File: config.mk
export PLATFORM = sky130hd
export DESIGN_NAME = alu_nibble_seq_flat
export DESIGN_NICKNAME = d
export VERILOG_FILES = /design/src/rtl/alu_nibble_seq_if.sv /design/src/rtl/alu_nibble_seq.sv /design/src/flat_wrapper.sv
export SDC_FILE = /design/constraint.sdc
export NUM_CORES = 1
export LEC_CHECK = 0
export CORE_MARGIN = 5
export CORE_UTILIZATION = 40
export DETAILED_ROUTE_END_ITERATION = 7
export PLACE_DENSITY = 0.75
export SYNTH_ARGS = -nofsm -noshare
export SYNTH_HDL_FRONTEND = slang
export SYNTH_SLANG_ARGS = --single-unit
File: constraint.sdc
create_clock -name clock -period 2.6 [get_ports clock]
set_input_delay 0.39 -clock clock [delete_from_list [all_inputs] [get_ports clock]]
set_output_delay 0.39 -clock clock [all_outputs]
set_load 0.005 [all_outputs]
File: src/rtl/alu_nibble_seq_if.sv
// rtl/alu_nibble_seq_if.sv - control and nibble-slice bus for alu_nibble_seq
// Optional zero flag is present when ALU_NIBBLE_SEQ_ZERO_FLAG_EN is defined.
interface alu_nibble_seq_if #(parameter int WORDS = 2);
  localparam int W = 8 * WORDS;

  logic         start;
  logic [3:0]   op;
  logic         invert;
  logic         carry_in;
  logic         shift_in;
  logic         msb_first;
  logic [W-1:0] a_in;
  logic [W-1:0] b_in;
  logic         busy;
  logic         done;
  logic [W-1:0] result;
  logic         carry_out;
  logic [3:0]   slice_a;
  logic [3:0]   slice_b;
  logic [3:0]   slice_op;
  logic         slice_invert;
  logic         slice_carry_in;
  logic         slice_from_hi;
  logic [3:0]   slice_result;
  logic         slice_carry_out;
  logic         slice_to_hi;
`ifdef ALU_NIBBLE_SEQ_ZERO_FLAG_EN
  logic         zero;
`endif

  modport slave (
`ifdef ALU_NIBBLE_SEQ_ZERO_FLAG_EN
    output zero,
`endif
    input  start, op, invert, carry_in, shift_in, msb_first, a_in, b_in,
    input  slice_result, slice_carry_out, slice_to_hi,
    output busy, done, result, carry_out,
    output slice_a, slice_b, slice_op, slice_invert, slice_carry_in, slice_from_hi
  );

  modport master (
`ifdef ALU_NIBBLE_SEQ_ZERO_FLAG_EN
    input  zero,
`endif
    output start, op, invert, carry_in, shift_in, msb_first, a_in, b_in,
    output slice_result, slice_carry_out, slice_to_hi,
    input  busy, done, result, carry_out,
    input  slice_a, slice_b, slice_op, slice_invert, slice_carry_in, slice_from_hi
  );
endinterface

File: src/rtl/alu_nibble_seq.sv
// rtl/alu_nibble_seq.sv - sequences a WORDS-byte ALU op through one 4-bit slice, one nibble per clock
// Optional zero flag: define ALU_NIBBLE_SEQ_ZERO_FLAG_EN.
module alu_nibble_seq #(
  parameter int WORDS = 2
) (
  input logic             clock,
  input logic             reset,
  alu_nibble_seq_if.slave bus
);
  localparam int W   = 8 * WORDS;
  localparam int NIB = 2 * WORDS;
  localparam int IW  = (NIB > 1) ? $clog2(NIB) : 1;
  localparam logic [IW-1:0] LAST = IW'(NIB - 1);

  typedef enum logic [1:0] {IDLE, RUN, DONE} state_t;

  state_t        r_state;
  logic [IW-1:0] r_index;
  logic          r_link;
  logic [W-1:0]  r_a;
  logic [W-1:0]  r_b;
  logic [W-1:0]  r_shadow;
  logic [W-1:0]  r_result;
  logic [3:0]    r_op;
  logic          r_inv;
  logic          r_msb;
  logic          r_cin;
  logic          r_busy;
  logic          r_done;
  logic          r_carry_out;
  logic [3:0]    r_slice_a;
  logic [3:0]    r_slice_b;
`ifdef ALU_NIBBLE_SEQ_ZERO_FLAG_EN
  logic          r_zero;
`endif

  logic [IW-1:0] w_cur_n;
  logic [IW-1:0] w_next_n;
  logic [IW-1:0] w_first_n;
  logic [W-1:0]  w_shadow_upd;
  logic          w_link_next;

  function automatic logic [3:0] nib_of(input logic [W-1:0] v, input logic [IW-1:0] n);
    return v[{n, 2'b00} +: 4];
  endfunction

  always_comb begin
    w_cur_n      = r_msb ? (LAST - r_index) : r_index;
    w_next_n     = r_msb ? (w_cur_n - IW'(1)) : (w_cur_n + IW'(1));
    w_first_n    = bus.msb_first ? LAST : '0;
    w_link_next  = r_msb ? bus.slice_to_hi : bus.slice_carry_out;
    w_shadow_upd = r_shadow;
    w_shadow_upd[{w_cur_n, 2'b00} +: 4] = bus.slice_result;
  end

  always_ff @(posedge clock) begin
    if (reset) begin
      r_state     <= IDLE;
      r_index     <= '0;
      r_link      <= 1'b0;
      r_a         <= '0;
      r_b         <= '0;
      r_shadow    <= '0;
      r_result    <= '0;
      r_op        <= '0;
      r_inv       <= 1'b0;
      r_msb       <= 1'b0;
      r_cin       <= 1'b0;
      r_busy      <= 1'b0;
      r_done      <= 1'b0;
      r_carry_out <= 1'b0;
      r_slice_a   <= '0;
      r_slice_b   <= '0;
`ifdef ALU_NIBBLE_SEQ_ZERO_FLAG_EN
      r_zero      <= 1'b0;
`endif
    end else begin
      case (r_state)
        RUN: begin
          r_shadow <= w_shadow_upd;
          r_link   <= w_link_next;
          if (r_index == LAST) begin
            r_state     <= DONE;
            r_busy      <= 1'b0;
            r_done      <= 1'b1;
            r_index     <= '0;
            r_result    <= w_shadow_upd;
            r_carry_out <= w_link_next;
            r_slice_a   <= '0;
            r_slice_b   <= '0;
`ifdef ALU_NIBBLE_SEQ_ZERO_FLAG_EN
            r_zero      <= (w_shadow_upd == '0);
`endif
          end else begin
            r_index   <= r_index + IW'(1);
            r_slice_a <= nib_of(r_a, w_next_n);
            r_slice_b <= nib_of(r_b, w_next_n);
          end
        end
        default: begin
          // IDLE and DONE both accept a new start; DONE never lingers.
          r_done <= 1'b0;
          if (bus.start) begin
            r_state   <= RUN;
            r_busy    <= 1'b1;
            r_a       <= bus.a_in;
            r_b       <= bus.b_in;
            r_op      <= bus.op;
            r_inv     <= bus.invert;
            r_msb     <= bus.msb_first;
            r_cin     <= bus.carry_in;
            r_index   <= '0;
            r_link    <= bus.msb_first ? bus.shift_in : bus.carry_in;
            r_slice_a <= nib_of(bus.a_in, w_first_n);
            r_slice_b <= nib_of(bus.b_in, w_first_n);
          end else begin
            r_state <= IDLE;
          end
        end
      endcase
    end
  end

  // The link rides on carry for LSB-first and on from_hi for MSB-first.
  assign bus.slice_carry_in = r_busy & (r_msb ? r_cin : r_link);
  assign bus.slice_from_hi  = r_busy & r_msb & r_link;
  assign bus.slice_a        = r_slice_a;
  assign bus.slice_b        = r_slice_b;
  assign bus.slice_op       = r_op;
  assign bus.slice_invert   = r_inv;
  assign bus.busy           = r_busy;
  assign bus.done           = r_done;
  assign bus.result         = r_result;
  assign bus.carry_out      = r_carry_out;
`ifdef ALU_NIBBLE_SEQ_ZERO_FLAG_EN
  assign bus.zero           = r_zero;
`endif
endmodule
File: src/flat_wrapper.sv
// flat-port wrapper written by rule: the top's interface ports become plain ports
module alu_nibble_seq_flat 
#(
  parameter int WORDS = 2
)
  (clock, reset, bus_start, bus_op, bus_invert, bus_carry_in, bus_shift_in, bus_msb_first, bus_a_in, bus_b_in, bus_slice_result, bus_slice_carry_out, bus_slice_to_hi, bus_busy, bus_done, bus_result, bus_carry_out, bus_slice_a, bus_slice_b, bus_slice_op, bus_slice_invert, bus_slice_carry_in, bus_slice_from_hi);
  alu_nibble_seq_if #(.WORDS(WORDS)) bus_i ();
  input logic clock;
  input logic reset;
  input wire logic [$bits(bus_i.start)-1:0] bus_start;
  input wire logic [$bits(bus_i.op)-1:0] bus_op;
  input wire logic [$bits(bus_i.invert)-1:0] bus_invert;
  input wire logic [$bits(bus_i.carry_in)-1:0] bus_carry_in;
  input wire logic [$bits(bus_i.shift_in)-1:0] bus_shift_in;
  input wire logic [$bits(bus_i.msb_first)-1:0] bus_msb_first;
  input wire logic [$bits(bus_i.a_in)-1:0] bus_a_in;
  input wire logic [$bits(bus_i.b_in)-1:0] bus_b_in;
  input wire logic [$bits(bus_i.slice_result)-1:0] bus_slice_result;
  input wire logic [$bits(bus_i.slice_carry_out)-1:0] bus_slice_carry_out;
  input wire logic [$bits(bus_i.slice_to_hi)-1:0] bus_slice_to_hi;
  output wire logic [$bits(bus_i.busy)-1:0] bus_busy;
  output wire logic [$bits(bus_i.done)-1:0] bus_done;
  output wire logic [$bits(bus_i.result)-1:0] bus_result;
  output wire logic [$bits(bus_i.carry_out)-1:0] bus_carry_out;
  output wire logic [$bits(bus_i.slice_a)-1:0] bus_slice_a;
  output wire logic [$bits(bus_i.slice_b)-1:0] bus_slice_b;
  output wire logic [$bits(bus_i.slice_op)-1:0] bus_slice_op;
  output wire logic [$bits(bus_i.slice_invert)-1:0] bus_slice_invert;
  output wire logic [$bits(bus_i.slice_carry_in)-1:0] bus_slice_carry_in;
  output wire logic [$bits(bus_i.slice_from_hi)-1:0] bus_slice_from_hi;
  assign bus_i.start = bus_start;
  assign bus_i.op = bus_op;
  assign bus_i.invert = bus_invert;
  assign bus_i.carry_in = bus_carry_in;
  assign bus_i.shift_in = bus_shift_in;
  assign bus_i.msb_first = bus_msb_first;
  assign bus_i.a_in = bus_a_in;
  assign bus_i.b_in = bus_b_in;
  assign bus_i.slice_result = bus_slice_result;
  assign bus_i.slice_carry_out = bus_slice_carry_out;
  assign bus_i.slice_to_hi = bus_slice_to_hi;
  assign bus_busy = bus_i.busy;
  assign bus_done = bus_i.done;
  assign bus_result = bus_i.result;
  assign bus_carry_out = bus_i.carry_out;
  assign bus_slice_a = bus_i.slice_a;
  assign bus_slice_b = bus_i.slice_b;
  assign bus_slice_op = bus_i.slice_op;
  assign bus_slice_invert = bus_i.slice_invert;
  assign bus_slice_carry_in = bus_i.slice_carry_in;
  assign bus_slice_from_hi = bus_i.slice_from_hi;
  alu_nibble_seq #(.WORDS(WORDS)) u_core (.clock(clock), .reset(reset), .bus(bus_i));
endmodule
==> metrics.md, run 1 <==
| Metric | Value |
|---|---|
| Die ar. | `0.0124 sq mm` |
| Die height | `111 um` |
| Crit Path Class | `reg2out` |
| Max-Cap Viols | `0` |
| Global Route met1 Usage | `21.5%` |
| N_diodes | `0` |
| Number of enable flip-flop cells after synthesis | `0` |
| Mapped Area | `0.00410 sq mm` |
| Gp weighted congestion | `0.768` |
| Ys flop type | `dfxtp_1` |
| Total number of vias | `3,635` |
| Number of global-route vias before repair | `3,501` |
| Critical path startpoint category | `register` |
| Clock slew at reported path FFs | `0.09 ns` |
| Detailed-route wire length per cell | `16.2 um` |
| Multi-input gate area | `0.00215 sq mm` |
| DR iter-0 viols | `212` |
| Worst VDD drop | `0.000221 V` |
| Fmax | `430 MHz` |
| Initial antenna violation count | `0` |
| # rows | `37` |
| M2 GR Usage | `28.2%` |
| Syn Inst Count | `452` |
| GRT Total Usage | `16.9%` |
| RSZ-0062 raised after global routing | `no` |
| Placed cells | `637` |
| Cell family with most CP delay | `buffers and inverters` |
| FF+latch count, synth | `87` |
| First-pass GRT wire length | `17.4 mm` |
| Crit-path slowest cell | `dfxtp_1` |
| Clock Skews | `0.0169 ns` |
| Pre-CTS setup slack | `0.418 ns` |
| Static leakage power | `1.80 nW` |
| Core Region | `0.0101 sq mm` |
| Vias per cell | `5.57` |
| CTS Sinks | `87` |
| Post-CTS Setup Bufs | `0` |
| Routed WL | `10.6 mm` |
| Resized cells post-CTS | `0` |
| Initial Util | `40.4%` |
| Final min period | `2.33 ns` |
| DRC | `0` |
| Data arrival time at the worst-slack endpoint | `1.94 ns` |
| Setup TNS | `0 ns` |
| Final Slew Violations | `0` |
| Nature of the critical path endpoint | `primary output` |
| Layout cell share with drive strength beyond 1 | `8.51%` |
| FFs w/ async S/R, synth | `0%` |
| H-tree Lvls | `3` |
| # fillers | `916` |
| Most frequent cells in the layout | `87 x dfxtp_1, 80 x clkdlybuf4s50_1, 58 x nand3_1` |
| Ports | `83` |
| GRT overflow | `0` |
| Mapped Nets | `505` |
| Hold bufs inserted after CTS | `0` |
| Library cells used by synthesis | `43` |
| R2R Setup Slk | `0.36 ns` |
| CTS Buf Count | `9` |
| Largest net degree at the start of global routing | `53` |
| Synth-to-Final Area Change | `25.7%` |
| IO buf count | `82` |
| Final Cycle Share | `89.5%` |
| Setup Viol. Count Final | `0` |
| CP bufs+invs | `2` |
| FF/Latch Area | `0.00174 sq mm` |
| Busiest grt layer | `met2` |
| Syn Area/Cell | `9.07 sq um` |
| CP cell instances | `buf_4 > mux2i_1 > nor2b_1 > clkdlybuf4s50_1` |
| Worst slew margin | `26.1%` |
| Pre-antenna DRT Iters | `4` |
| PwrDens | `541 mW/mm^2` |
| Non-filler instance count after layout | `653` |
| Final Hold Fails | `0` |
| Hold Crit Class | `reg2reg` |
| Worst path max stage delay | `0.57 ns` |
| Status | `finished, final reports clean` |
| YS warnings | `0` |
| CTS tree | `yes` |
| Latest clock arrival within the worst-skew pair | `0.37 ns` |
| Post-DP HPWL | `7.36 mm` |
| Least-Margin Pin Slew | `1.11 ns` |
| Req. time, crit path | `2.21 ns` |
| Critical Path Fanout Max | `10` |
| Post-synthesis sequential area ratio | `42.5%` |
| Clk buf depth | `2` |
| CTS root buf | `clkbuf_8` |
| Met3 Use GR | `3.44%` |
| Post-route worst setup slack | `0.272 ns` |
| Commonest non-fill, non-tap cell in the layout | `dfxtp_1` |
| DIE WIDTH | `111 um` |
| Nets@finish | `565` |
| Routed Antenna Nets | `0` |
cells in the mapped netlist, drive strengths merged, types with 2 or more instances:
| library cell | instances | area, sq um |
|---|---|---|
| nor3 | 4 | 25.0 |
| o32ai | 4 | 35.0 |
| mux2i | 18 | 180 |
| clkbuf | 25 | 93.8 |
| o41ai | 4 | 65.1 |
| a211oi | 4 | 30.0 |
| mux4 | 8 | 199 |
| dfxtp | 87 | 1740 |
| nand3 | 58 | 290 |
| nand3b | 11 | 82.6 |
| a21oi | 48 | 255 |
| inv | 4 | 15.0 |
| nand4b | 5 | 43.8 |
| nand2 | 15 | 56.3 |
| nor2 | 19 | 71.3 |
| nand2b | 21 | 131 |
| or3b | 2 | 17.5 |
| a311oi | 8 | 70.1 |
| nor2b | 10 | 62.6 |
| o2111ai | 4 | 35.0 |
| a2111oi | 8 | 70.1 |
| buf | 19 | 105 |
| o21ai | 39 | 195 |
| and3 | 2 | 12.5 |
| ha | 4 | 50.1 |
| a21o | 9 | 67.6 |
| a31oi | 5 | 31.3 |
worst paths after layout:
check                                  endpoint  cells after the start                               start
max                          bus_slice_carry_in                      4           u_core.r_msb$_SDFFE_PP0P_
min          u_core.bus.result[10]$_SDFFE_PP0P_                      2  u_core.bus.result[10]$_SDFFE_PP0P_
max reg2reg     u_core.r_shadow[7]$_SDFFE_PP0N_                      5      u_core.r_index[0]$_SDFFE_PP0P_
min reg2reg  u_core.bus.result[10]$_SDFFE_PP0P_                      2  u_core.bus.result[10]$_SDFFE_PP0P_
kinds of logic (layout without fill, tap and decap cells):
family	Yosys count	count (layout)	share of synthesized area, %
AO/OA/AOI/OAI	133	133	20.8
AND/OR/NAND/NOR	151	151	20.1
XOR/XNOR	2	2	0.610
flip-flops	87	87	42.5
adder cells (fa/ha/maj)	4	4	1.22
buffers and inverters	48	113	5.22
multiplexers	27	27	9.52
final cells by class:
type | count | share of cell area [%]
multi-input cells | 317 | 41.7
flip-flops and latches | 87 | 33.8
repair buffers | 93 | 17.3
well taps | 136 | 3.30
clock buffers | 12 | 3.01
clock inverters | 4 | 0.534
inverters | 4 | 0.291
registers in the layout, indices dropped and copies added (netlist names), 2 cells and up:
| register | cells |
|---|---|
| u_core.r_state | 2 |
| u_core.r_b | 16 |
| u_core.bus.result | 16 |
| u_core.r_shadow | 16 |
| u_core.bus.slice_a | 4 |
| u_core.bus.slice_b | 4 |
| u_core.r_a | 16 |
| u_core.bus.slice_op | 4 |
| u_core.r_index | 2 |
metal layers:
layer / routed length, um / share of wire (%)
met5: 0 / 0
met4: 165 / 1.6
met3: 503 / 4.8
met2: 5200 / 49
met1: 4690 / 44
metrics by stage:
| stage | total power, mW | cell area, sq um | utilization, % | hold slack (ns) |
|---|---|---|---|---|
| finish | 2.79 | 5150 | 50.8 | 0.471 |
| detailed placement | 1.93 | 4970 | 49.0 | 0.449 |
| global placement | 1.92 | 4970 | 49.0 | 0.443 |
| CTS | 2.80 | 5150 | 50.8 | 0.469 |
| global route | 2.91 | 5150 | 50.8 | 0.496 |
| floorplan | 1.74 | 4100 | - | 0.448 |
worst reg2reg max path: cells and delay by family (launching register included):
family / cells / cell delay [ns]
DFF: 1 / 0.61
AOI/OAI and AO/OA: 1 / 0.27
adders and majority gates: 1 / 0.48
and+or+nand+nor: 2 / 0.57
xor gates and xnor gates: 1 / 0.20
power by group:
| group | total, mW | switching, mW | leakage (nW) | internal (mW) |
|---|---|---|---|---|
| clock | 0.886 | 0.484 | 0.0967 | 0.402 |
| sequential | 1.43 | 0.0375 | 0.710 | 1.39 |
| combinational | 0.475 | 0.251 | 0.996 | 0.225 |
| total | 2.79 | 0.773 | 1.80 | 2.02 |
Note: power is estimated with default switching activity, not from simulation.
==> run 2, diff against run 1 <==
--- a/config.mk
+++ b/config.mk
@@ -5,6 +5,7 @@
 export SDC_FILE = /design/constraint.sdc
 export NUM_CORES = 1
 export LEC_CHECK = 0
+export ABC_AREA = 1
 export CORE_MARGIN = 5
 export CORE_UTILIZATION = 40
 export DETAILED_ROUTE_END_ITERATION = 7
==> run 2 against run 1 <==
Core utilization rose by 1.8 points; total power rose by 8.0%; non-clock buffer count fell by 4; register-to-register slack got worse by 0.02 ns; sequential power barely moved; largest power group unchanged; routed wire length rose by 1.9%; clock-buffer cell count rose by 2; critical path depth rose by 5.
==> metrics.md, run 2 <==
| Metric | Value |
|---|---|
| Clock Skews | `0.00769 ns (-0.00925 ns)` |
| Worst slew margin | `52.5% (+26 points)` |
| YS warnings | `0 (unchanged)` |
| Die ar. | `0.0123 sq mm (-0.42%)` |
| Core Region | `0.00986 sq mm (-2.7%)` |
| Number of global-route vias before repair | `3,873 (+11%)` |
| N_diodes | `0 (unchanged)` |
| PwrDens | `580 mW/mm^2 (+7.2%)` |
| Final Cycle Share | `87.1% (-2.4 points)` |
| Max-Cap Viols | `0 (unchanged)` |
| Vias per cell | `4.87 (-13%)` |
| Non-filler instance count after layout | `828 (+27%)` |
| Top-count cell post-synth | `nand2_1` |
| Nets@finish | `743 (+32%)` |
| FF/Latch Area | `0.00174 sq mm (unchanged)` |
| Die height | `111 um (-0.21%)` |
| FF+latch count, synth | `87 (unchanged)` |
| FFs w/ async S/R, synth | `0% (unchanged)` |
| Routed Antenna Nets | `0 (unchanged)` |
| DR iter-0 viols | `333 (+57%)` |
| Resized cells post-CTS | `0 (unchanged)` |
| Library cells used by synthesis | `25 (-42%)` |
| Final min period | `2.26 ns (-0.0630 ns)` |
| CTS Buf Count | `9 (unchanged)` |
| Static leakage power | `2.43 nW (+35%)` |
| Worst VDD drop | `0.000300 V (+36%)` |
| CTS tree | `yes` |
| Pre-CTS setup slack | `0.433 ns (+0.0145 ns)` |
| # fillers | `972 (+6.1%)` |
| Total number of vias | `4,031 (+11%)` |
| DRC | `0 (unchanged)` |
| Routed WL | `10.8 mm (+1.9%)` |
| Layout cell share with drive strength beyond 1 | `5.47% (-3.0 points)` |
| Final design utilization | `52.7% (+1.8 points)` |
| Detailed-route wire length per cell | `13.0 um (-20%)` |
| Mapped Nets | `673 (+33%)` |
| Fmax | `442 MHz (+2.8%)` |
| CTS root buf | `clkbuf_8` |
| Pre-antenna DRT Iters | `4 (unchanged)` |
| Final Hold Fails | `0 (unchanged)` |
| Critical Path Fanout Max | `18 (+8)` |
| Nature of the critical path endpoint | `register` |
| Post-route worst setup slack | `0.335 ns (+0.0630 ns)` |
| Clock slew at reported path FFs | `0.08 ns (about the same)` |
| Syn Inst Count | `620 (+37%)` |
| Commonest non-fill, non-tap cell in the layout | `nand2_1` |
| Mapped Area | `0.00408 sq mm (-0.46%)` |
| Synth-to-Final Area Change | `27.3%` |
| Cell type with the largest total area after synthesis | `dfxtp_1` |
| GRT overflow | `0 (unchanged)` |
| GRT Total Usage | `17.4% (+0.54 points)` |
| RSZ-0062 raised after global routing | `no` |
| Hold bufs inserted after CTS | `0 (unchanged)` |
| Syn Area/Cell | `6.58 sq um (-27%)` |
| Largest net degree at the start of global routing | `52 (-1.9%)` |
| Post-CTS Setup Bufs | `0 (unchanged)` |
| Min Hold Slack | `0.462 ns (-0.00914 ns)` |
| Setup Viol. Count Final | `0 (unchanged)` |
| Gp weighted congestion | `0.859 (+12%)` |
| DIE WIDTH | `111 um (-0.21%)` |
| Ports | `83 (unchanged)` |
| Most frequent cells in the layout | `154 x nand2_1, 118 x nor2_1, 87 x dfxtp_1` |
| Synth top cells by count | `154 x nand2_1, 118 x nor2_1, 87 x dfxtp_1` |
| Critical path startpoint category | `register` |
| Clk buf depth | `2 (unchanged)` |
| Initial antenna violation count | `0 (unchanged)` |
| Data arrival time at the worst-slack endpoint | `2.57 ns (+0.63 ns)` |
| Final Slew Violations | `0 (unchanged)` |
| Hold Crit Class | `reg2reg` |
| Share of Yosys cell area claimed by the top area cell type | `42.7% (+0.20 points)` |
| IO buf count | `82 (unchanged)` |
| Largest cells by area after synthesis | `dfxtp_1 43%, nand2_1 14%, nor2_1 11%` |
| Multi-input gate area | `0.00192 sq mm (-11%)` |
| First-pass GRT wire length | `18.1 mm (+4.2%)` |
| Crit Path Class | `reg2reg` |
| Post-synthesis sequential area ratio | `42.7% (+0.20 points)` |
| H-tree Lvls | `3 (unchanged)` |
| Least-Margin Pin Slew | `0.712 ns (-0.395 ns)` |
| Ys flop type | `dfxtp_1` |
| Initial Util | `41.4% (+0.93 points)` |
| Number of enable flip-flop cells after synthesis | `0 (unchanged)` |
| Setup TNS | `0 ns (unchanged)` |
| Post-DP HPWL | `7.55 mm (+2.5%)` |
| CTS Sinks | `87 (unchanged)` |
| # rows | `36 (-2.7%)` |
| Req. time, crit path | `2.90 ns (+0.69 ns)` |
| Latest clock arrival within the worst-skew pair | `0.36 ns (about the same)` |
| Status | `finished, final reports clean` |
| Placed cells | `812 (+27%)` |
[run 2: changes by cell type in the layout (fill, tap and decap cells not counted), moves of 9 or more]
cell | before | now
o21ai_1 | 0 | 10
nand2_1 | 15 | 154
a21o_1 | 9 | 0
o211ai_1 | 0 | 9
a21oi_1 | 46 | 28
nand3b_1 | 11 | 0
nand2b_1 | 20 | 0
nor2_1 | 19 | 118
o21ai_0 | 39 | 49
nand3_1 | 58 | 33
nor2b_1 | 9 | 0
inv_1 | 3 | 71
mux2i_1 | 18 | 0
[run 2: cell families after synthesis]
group                      after synthesis  synth area share (%)
and+or+nand+nor                        322                  32.1
buffers and inverters                  105                  10.3
AOI/OAI and AO/OA                      101                  13.1
DFF                                     87                  42.7
adders and majority gates                4                  1.23
xor gates and xnor gates                 1                 0.675
[run 2: report_power, final]
group          leakage [nW]  total [mW]  internal [mW]  switching, mW
sequential            0.716        1.46           1.42         0.0472
combinational          1.61       0.564          0.229          0.335
clock                 0.103       0.985          0.524          0.460
[run 2: worst max-delay path, cell delays in order (launching register included)]
cell and delay (ns):
dfxtp_1 0.56, inv_2 0.12, nand2_2 0.12, nand2_2 0.24
ha_1 0.41, inv_1 0.12, nand3_1 0.18, o22ai_1 0.24
o21ai_1 0.12, inv_1 0.09
[run 2: path summary, 6_finish.rpt]
check	from	end	slack [ns]	cells past startpoint
max	u_core.r_msb$_SDFFE_PP0P_	u_core.r_shadow[7]$_SDFFE_PP0N_	0.34	9
min reg2reg	u_core.r_a[13]$_SDFFE_PP0P_	u_core.r_a[13]$_SDFFE_PP0P_	0.46	2
max reg2reg	u_core.r_msb$_SDFFE_PP0P_	u_core.r_shadow[7]$_SDFFE_PP0N_	0.34	9
min	u_core.r_a[13]$_SDFFE_PP0P_	u_core.r_a[13]$_SDFFE_PP0P_	0.46	2
[run 2: final cells by class]
class / count / area share (%)
Clock inverter: 2 / 0.723
Multi-Input combinational cell: 428 / 37.0
Timing Repair Buffer: 89 / 16.8
Tap cell: 133 / 3.20
Clock buffer: 14 / 3.32
Inverter: 75 / 5.42
Sequential cell: 87 / 33.5
[run 2: metrics by stage]
| step | area [sq um] | power, mW |
|---|---|---|
| floorplan | 4080 | 1.84 |
| global placement | 4980 | 2.04 |
| detailed placement | 4980 | 2.05 |
| CTS | 5190 | 3.04 |
| global route | 5190 | 3.18 |
| finish | 5190 | 3.01 |
[run 2: metal layers]
layer  vias to the layer above  track usage (%)  part of all wire (%)
met3                        18             6.66                   8.5
met2                       139             28.8                    47
met1                      1800             21.3                    43
met5                         -                0                     0
li1                       2074                -                     -
met4                         0             4.62                   1.6
